===== config.mk =====
export PLATFORM = sky130hd
export DESIGN_NAME = ps2_host_tx
export DESIGN_NICKNAME = d
export VERILOG_FILES = /design/src/rtl/ps2_host_tx.sv
export SDC_FILE = /design/constraint.sdc
export NUM_CORES = 1
export LEC_CHECK = 0
export ABC_AREA = 0
export BUFFER_PORTS_ARGS = -buffer_cell sky130_fd_sc_hd__buf_2
export CORE_ASPECT_RATIO = 0.5
export CORE_UTILIZATION = 45
export DETAILED_ROUTE_END_ITERATION = 12
export PLACE_DENSITY = 0.6
export SKIP_CTS_REPAIR_TIMING = 1
export SLEW_MARGIN = 40
export SYNTH_ARGS = -nofsm -noshare
export SYNTH_HDL_FRONTEND = slang
export SYNTH_SLANG_ARGS = --single-unit

===== constraint.sdc =====
create_clock -name clk -period 5.5 [get_ports clk]
set_clock_uncertainty 0.1 [all_clocks]
set_input_delay 0.55 -clock clk [delete_from_list [all_inputs] [get_ports clk]]
set_output_delay 0.55 -clock clk [all_outputs]
set_load 0.1 [all_outputs]

===== src/rtl/ps2_host_tx.sv =====
// PS/2 host-to-device transmitter: requests the bus by holding the clock low,
// then shifts a command byte, odd parity and stop bit out on device clock
// falls, checks the device acknowledge and guards the frame with a watchdog.
module ps2_host_tx #(
  parameter int INHIBIT_CYCLES = 1500,
  parameter int TIMEOUT_CYCLES = 215000
) (
  input  logic       clk,
  input  logic       rst_n,
  input  logic [7:0] tx_data,
  input  logic       tx_valid,
  output logic       tx_ready,
  input  logic       ps2_clk_in,
  input  logic       ps2_data_in,
  output logic       ps2_clk_oe,
  output logic       ps2_data_oe,
  output logic       tx_done,
  output logic       tx_error,
  output logic       rx_inhibit
);

  localparam int MAX_CYCLES = (INHIBIT_CYCLES > TIMEOUT_CYCLES) ? INHIBIT_CYCLES : TIMEOUT_CYCLES;
  localparam int CW = $clog2(MAX_CYCLES + 1);
  localparam logic [CW-1:0] INH_LAST = CW'(INHIBIT_CYCLES - 1);
  localparam logic [CW-1:0] TO_LAST  = CW'(TIMEOUT_CYCLES - 1);
  localparam logic [CW-1:0] CNT_MAX  = {CW{1'b1}};

  typedef enum logic [2:0] {
    IDLE,
    INHIBIT,
    START,
    BITS,
    ACK,
    WAIT_IDLE
  } state_t;

  state_t        state_q, state_d;
  logic [CW-1:0] cnt_q, cnt_d, cntInc;
  logic [7:0]    data_q, data_d;
  logic          parity_q, parity_d;
  logic [3:0]    bitCnt_q, bitCnt_d;
  logic          clkOe_q, clkOe_d;
  logic          dataOe_q, dataOe_d;
  logic          done_q, done_d;
  logic          error_q, error_d;
  logic [1:0]    clkSync_q, dataSync_q;
  logic          clkPrev_q;
  logic          fall;
  logic          timeout;

  // Bring the asynchronous bus pins into the clk domain and keep clock history for edge detection
  always_ff @(posedge clk or negedge rst_n) begin
    if (!rst_n) begin
      clkSync_q  <= 2'b11;
      dataSync_q <= 2'b11;
      clkPrev_q  <= 1'b1;
    end else begin
      clkSync_q  <= {clkSync_q[0], ps2_clk_in};
      dataSync_q <= {dataSync_q[0], ps2_data_in};
      clkPrev_q  <= clkSync_q[1];
    end
  end

  assign fall    = clkPrev_q & ~clkSync_q[1];
  assign cntInc  = (cnt_q == CNT_MAX) ? cnt_q : cnt_q + 1'b1;
  assign timeout = (cnt_q == TO_LAST);

  // State, counter, latched byte and registered pin drives / status pulses
  always_ff @(posedge clk or negedge rst_n) begin
    if (!rst_n) begin
      state_q  <= IDLE;
      cnt_q    <= '0;
      data_q   <= '0;
      parity_q <= 1'b0;
      bitCnt_q <= '0;
      clkOe_q  <= 1'b0;
      dataOe_q <= 1'b0;
      done_q   <= 1'b0;
      error_q  <= 1'b0;
    end else begin
      state_q  <= state_d;
      cnt_q    <= cnt_d;
      data_q   <= data_d;
      parity_q <= parity_d;
      bitCnt_q <= bitCnt_d;
      clkOe_q  <= clkOe_d;
      dataOe_q <= dataOe_d;
      done_q   <= done_d;
      error_q  <= error_d;
    end
  end

  // Frame sequencing: the counter times the inhibit/start phases and doubles as the fall watchdog
  always_comb begin
    state_d  = state_q;
    cnt_d    = cntInc;
    data_d   = data_q;
    parity_d = parity_q;
    bitCnt_d = bitCnt_q;
    clkOe_d  = clkOe_q;
    dataOe_d = dataOe_q;
    done_d   = 1'b0;
    error_d  = 1'b0;
    case (state_q)
      IDLE: begin
        clkOe_d  = 1'b0;
        dataOe_d = 1'b0;
        cnt_d    = '0;
        if (tx_valid) begin
          data_d   = tx_data;
          parity_d = ~^tx_data;
          clkOe_d  = 1'b1;
          state_d  = INHIBIT;
        end
      end
      INHIBIT: begin
        if (cnt_q == INH_LAST) begin
          cnt_d    = '0;
          dataOe_d = 1'b1;
          state_d  = START;
        end
      end
      START: begin
        if (timeout) begin
          clkOe_d  = 1'b0;
          dataOe_d = 1'b0;
          error_d  = 1'b1;
          state_d  = IDLE;
        end else if (cnt_q == CW'(1)) begin
          cnt_d    = '0;
          clkOe_d  = 1'b0;
          bitCnt_d = '0;
          state_d  = BITS;
        end
      end
      BITS: begin
        if (fall) begin
          cnt_d    = '0;
          bitCnt_d = bitCnt_q + 4'd1;
          if (bitCnt_q < 4'd8) begin
            dataOe_d = ~data_q[bitCnt_q[2:0]];
          end else if (bitCnt_q == 4'd8) begin
            dataOe_d = ~parity_q;
          end else begin
            dataOe_d = 1'b0;
            state_d  = ACK;
          end
        end else if (timeout) begin
          clkOe_d  = 1'b0;
          dataOe_d = 1'b0;
          error_d  = 1'b1;
          state_d  = IDLE;
        end
      end
      ACK: begin
        if (fall) begin
          cnt_d = '0;
          if (!dataSync_q[1]) begin
            state_d = WAIT_IDLE;
          end else begin
            error_d = 1'b1;
            state_d = IDLE;
          end
        end else if (timeout) begin
          clkOe_d  = 1'b0;
          dataOe_d = 1'b0;
          error_d  = 1'b1;
          state_d  = IDLE;
        end
      end
      WAIT_IDLE: begin
        if (fall) begin
          cnt_d = '0;
        end
        if (clkSync_q[1] && dataSync_q[1]) begin
          done_d  = 1'b1;
          state_d = IDLE;
        end else if (timeout && !fall) begin
          clkOe_d  = 1'b0;
          dataOe_d = 1'b0;
          error_d  = 1'b1;
          state_d  = IDLE;
        end
      end
      default: begin
        clkOe_d  = 1'b0;
        dataOe_d = 1'b0;
        state_d  = IDLE;
      end
    endcase
  end

  assign tx_ready    = (state_q == IDLE);
  assign rx_inhibit  = (state_q != IDLE);
  assign ps2_clk_oe  = clkOe_q;
  assign ps2_data_oe = dataOe_q;
  assign tx_done     = done_q;
  assign tx_error    = error_q;

endmodule


Word-level counts from Yosys, hierarchy flattened
Index checks and enable logic that the tools add are counted.
{ "word_totals": {"register_bits": 43, "in_bits": 13} }
{ "classes": {"n_addsub": 2, "n_lt_le_gt_ge": 2, "eq_ne": 24, "muxes": 49, "bitwise_logic": 5, "n_reduce_logical": 14} }
{ "op_table": {"columns": ["op", "count"], "rows": [
  ["18-bit 2-to-1 mux", 5],
  ["18-bit case mux with 4 select lines", 1],
  ["18-bit equality test, second input constant", 2],
  ["3-bit 2-to-1 mux", 12],
  ["1-bit 2-to-1 mux", 22],
  ["18-bit by 1-bit adder with 18-bit output, second input constant", 1],
  ["18-bit by 1-bit equality test with 1-bit output, second input constant", 1],
  ["18-bit by 11-bit equality test with 1-bit output, second input constant", 1],
  ["2-bit inequality test, second input constant", 9],
  ["3-bit case mux with 6 select lines", 1],
  ["4-bit 2-to-1 mux", 3],
  ["3-bit inequality test, second input constant", 4],
  ["6-bit AND reduction", 2],
  ["1-bit case mux with 5 select lines", 2],
  ["4-bit case mux with 2 select lines", 1],
  ["4-bit AND reduction", 2],
  ["8-bit XNOR reduction", 1],
  ["3-bit by 2-bit equality test with 1-bit output, second input constant", 2],
  ["3-bit equality test, second input constant", 2],
  ["4-bit by 1-bit adder with 4-bit output, second input constant", 1],
  ["4-bit equality test, second input constant", 1],
  ["3-bit by 4-bit < comparator with 1-bit output, second input constant", 1],
  ["4-bit < comparator, second input constant", 1],
  ["1-bit NOT", 4],
  ["other kinds (13)", 14]
]} }

Depth between registers and ports, before layout
{ "depth": {"ltp_word": 7, "mapped_depth": 9, "ltp_nobuf": 7} }

Least setup slack after synthesis
No wires, ideal clock.
{ "synth_path": {"path_type": "reg-to-reg", "start": "register state_q[1]", "end": "register data_q[0]", "setup_time_ns": 0.125, "arrival_time_ns": 2.839, "required_time_ns": 5.275, "slack_ns": 2.436, "stages_incl_launch_ff": 7, "n_path_buf": 2, "period_less_slack_ns": 3.064, "path_cell_list": "dfrtp_1 clkbuf_1 or3_1 inv_1 and2_1 buf_2 mux2_2"} }
{ "synth_between": {"elab_chain_len": 2} }
{ "synth_lines": {"columns": ["element", "line_no", "source"], "rows": [
  ["start, declared", "37", "state_t state_q, state_d;"],
  ["start signal, assigned", "81", "state_q <= state_d;"],
  ["3-bit logical NOT", null, null],
  ["named net tx_ready", "12", "output logic tx_ready,"],
  ["2-bit AND reduction (no line)", null, null],
  ["end signal, assigned", "83", "data_q <= data_d;"],
  ["end, declared", "39", "logic [7:0] data_q, data_d;"]
]} }
The timed path passes the listed nets, and every way through them passes these cells.
A chain may end at the register's enable or synchronous reset.

Worst setup path in the final report
{ "layout_path": {"start": "register cnt_q[0]", "end": "register cnt_q[11]"} }
{ "layout_between": {"elab_chain_len": 5} }
{ "layout_lines": {"columns": ["element", "line_no", "source"], "rows": [
  ["start, declared", "38", "logic [CW-1:0] cnt_q, cnt_d, cntInc;"],
  ["start signal, assigned", "82", "cnt_q <= cnt_d;"],
  ["18-bit by 1-bit adder with 18-bit output / 18-bit equality test (equally long branches)", "65", "assign cntInc = (cnt_q == CNT_MAX) ? cnt_q : cnt_q + 1'b1;"],
  ["18-bit 2-to-1 mux", "65", null],
  ["18-bit 2-to-1 mux", "129", "end else if (cnt_q == CW'(1)) begin"],
  ["18-bit 2-to-1 mux", "124", "if (timeout) begin"],
  ["18-bit case mux with 4 select lines *", "104", "case (state_q)"],
  ["named net cnt_d[11]", "38", null]
]} }
The timed path passes the listed nets; every way through them passes the cells marked *.

==> metrics.md <==
| Metric | Value |
|---|---|
| Post-synth top area share | 0.357 |
| Initial Util | 0.476 |
| Post-route DRC violation count | 0 |
| CP delay by family, top | compound AO/OA/AOI/OAI gates |
| Gr ovfl total | 0 |
| Critical path type | register to register |
| Post-route core utilization | 0.516 |
| Longest Clk Path Bufs | 2 |
| WL per Instance | 16.2 um |
| Pre-antenna DRT Iters | 4 |
| Total negative slack | 0 ns |
| Total Routing Usage GR | 0.200 |
| Yosys top cell by area | dfrtp_1 |
| Synthesized Nets | 282 |
| Die Wd | 111 um |
| Dpl hpwl | 4050 um |
| Final min period | 2.56 ns |
| Die Y | ~56 um |
| Final Hold Slack | about 0.15 ns |
| Simple-gate share of the synthesized area | 0.233 |
| Maximum VDD drop | 0.281 mV |
| Max_slew headroom | 0.563 |
| Crit path from | cnt_q[0] |
| Most frequent cells in the layout | dfrtp_1 (38), nor2_1 (25), buf_2 (17) |
| Cts bufs inserted | 5 |
| Final setup margin | 2.94 ns |
| Distinct cell type count after synthesis | 67 |
| Synth Area in Compound Gates | 0.161 |
| Area Overhead vs Synth | 8.47% |
| Largest family of logic cells by synthesized area | simple AND/OR/NAND/NOR gates |
| Largest net degree at the start of global routing | 44 |
| H-tree depth | 2 |
| DRT antenna net count | 0 |
| CP Capture Type | register |
| Max Freq | 0.391 GHz |
| Post-Synthesis Cells | 264 |
| PwrDens | 461 mW/mm^2 |
| Dpl cells | 341 |
| Vias in the first global route | 1990 |
| Reg2reg start | cnt_q[0] |
| Critical-path cell list | ha_1, nand4_1, or3_4, o31ai_4, o311a_1, o21ba_2 |
| Rows | 19 |
| Slowest cell on crit path | o311a_1 |
| Worst-Skew Late Latency | 0.29 ns |
| Slew of the pin with the lowest slew margin | 0.654 ns |
| Final nets | 293 |
| Ys Warns | 0 |
| Gpl congestion | 0.869 |
| Final setup viols | 0 |
| Die area | roughly 0.0062 sq mm |
| Via count of the routed design | between 2000 and 2500 |
| Mux share of post-synthesis cell area | 0.0720 |
| Critical path startpoint category | register |
| First-pass GRT wire length | 9750 um |
| Final Cycle Share | 0.465 |
| CTS root buf | clkbuf_16 |
| CTS tree | done |
| Crit Path Max Fanout | 18 |
| Status | finished, final reports clean |
| I/O pins | 19 |
| Unrepaired setup endpoints after global routing | no |
| Sequential area share after synthesis | 0.407 |
| EDFF count, synth | 0 |
| Crit path required time | 5.58 ns |
| Synthesis-stage register bit count | 43 |
| Reported max-cap violation count | 0 |
| Worst path arrival time | 2.64 ns |
| Drt via density | 5.86 |
| Fill count | 505 |
| Ys flop type | dfrtp_1 |
| I/O Buffers | 18 |
| DP Worst Slack | ~2.9 ns |
| Post-synth design cell area | 0.00266 sq mm |
| Synth Area in XOR/XNOR | 0.0560 |
| HP Class | primary input to asynchronous set/reset pin |
| Synth Area in Adders | 0.0235 |
| Slowest stage delay, CP | 0.65 ns |
| CTS Sinks | 43 |
| Antenna diodes | 0 |
| Core Area | ~0.0056 sq mm |
| Leakage power | ~1.2 nW |
| Clock transition at path regs | 0.06 ns |
| Fin cells | 349 |
| Fin. Hold Viols | 0 |
| Number of max-slew violations in the final report | 0 |
| Async SR Flop Fraction | 1.00 |
| WP buf/inv | 0 |
| Initial antenna violation count | 0 |
| Final WL | between 5000 and 6000 um |
| Top post-synthesis cells by area | dfrtp_1 (36%), dfstp_2 (4.9%), mux2_2 (3.8%), xnor2_1 (3.6%), nor2_1 (3.5%) |
| Syn Area/Cell | 10.1 sq um |
| Iter 0 DRT Violations | 84 |
| Layout cells sized above 1 | 0.221 |
| Commonest non-fill, non-tap cell in the layout | dfrtp_1 |
[path summary, 6_finish.rpt]
path	to	slack, ns	depth (start not counted)
worst max-delay path	cnt_q[11]	2.94	6
max in group asynchronous	dataSync_q[0]	4.76	1
min in group clk	clkSync_q[1]	0.25	0
worst min register to register	clkSync_q[1]	0.25	0
worst max register to register	cnt_q[11]	2.94	6
worst min-delay path	data_q[2]	0.15	1
[stage by stage]
stage | area, sq um | total power [mW]
floorplan | 2660 | 0.953
global placement | 2750 | 1.03
detailed placement | 2750 | 1.05
CTS | 2890 | 1.34
global route | 2890 | 1.42
finish | 2890 | 1.33
[cell usage after synthesis (3+ instances only)]
master and instances:
a211oi_1 3, clkbuf_1 8, and3_1 4, nor2_1 25, nand4_1 5, inv_1 8
ha_1 5, a221o_1 3, o211ai_1 3, dfstp_2 5, mux2i_1 3, a21oi_1 10
xor2_1 6, nor2b_1 5, nor4_1 3, o21ai_0 13, mux2_2 9, dfrtp_1 38
nand3_1 12, a31oi_1 3, nand2b_1 4, xnor2_1 11, nand2_1 10, nor3_1 10
[routing by layer]
metal  global-route usage  routed length (um)
met3               0.0529                 265
met1                0.277                2810
met4               0.0743                  69
met5                    0                   0
met2                0.303                2510
[layout make-up]
type	instances	area, sq um	share of cell area
Inverter	8	30.0	0.0104
Timing Repair Buffer	18	92.6	0.0321
Clock inverter	1	5.00	0.00173
Tap cell	73	91.3	0.0317
Multi-Input combinational cell	199	1450	0.503
Sequential cell	43	1080	0.375
Clock buffer	7	133	0.0460
[power breakdown]
group          switching (mW)  total, mW  internal [mW]
Clock                   0.119      0.287          0.168
Combinational           0.317      0.543          0.225
Sequential              0.105      0.501          0.395
Total                   0.542       1.33          0.789
[sequential cells by signal, indices dropped and copies added, names as in the netlist]
name         flops
clkSync_q        2
ps2_clk_oe       1
clkPrev_q        1
ps2_data_oe      1
data_q           8
state_q          3
bitCnt_q         4
parity_q         1
tx_error         1
cnt_q           18
dataSync_q       2
tx_done          1
[cell families (layout without fill, tap and decap cells)]
kind of cell / after synthesis / count (layout)
buf+inv: 22 / 34
mux: 15 / 15
flops: 43 / 43
compound gates: 57 / 57
xor+xnor: 17 / 17
fa+ha+maj: 5 / 5
simple gates: 105 / 105
No activity file was read; power rests on OpenSTA's default activity.
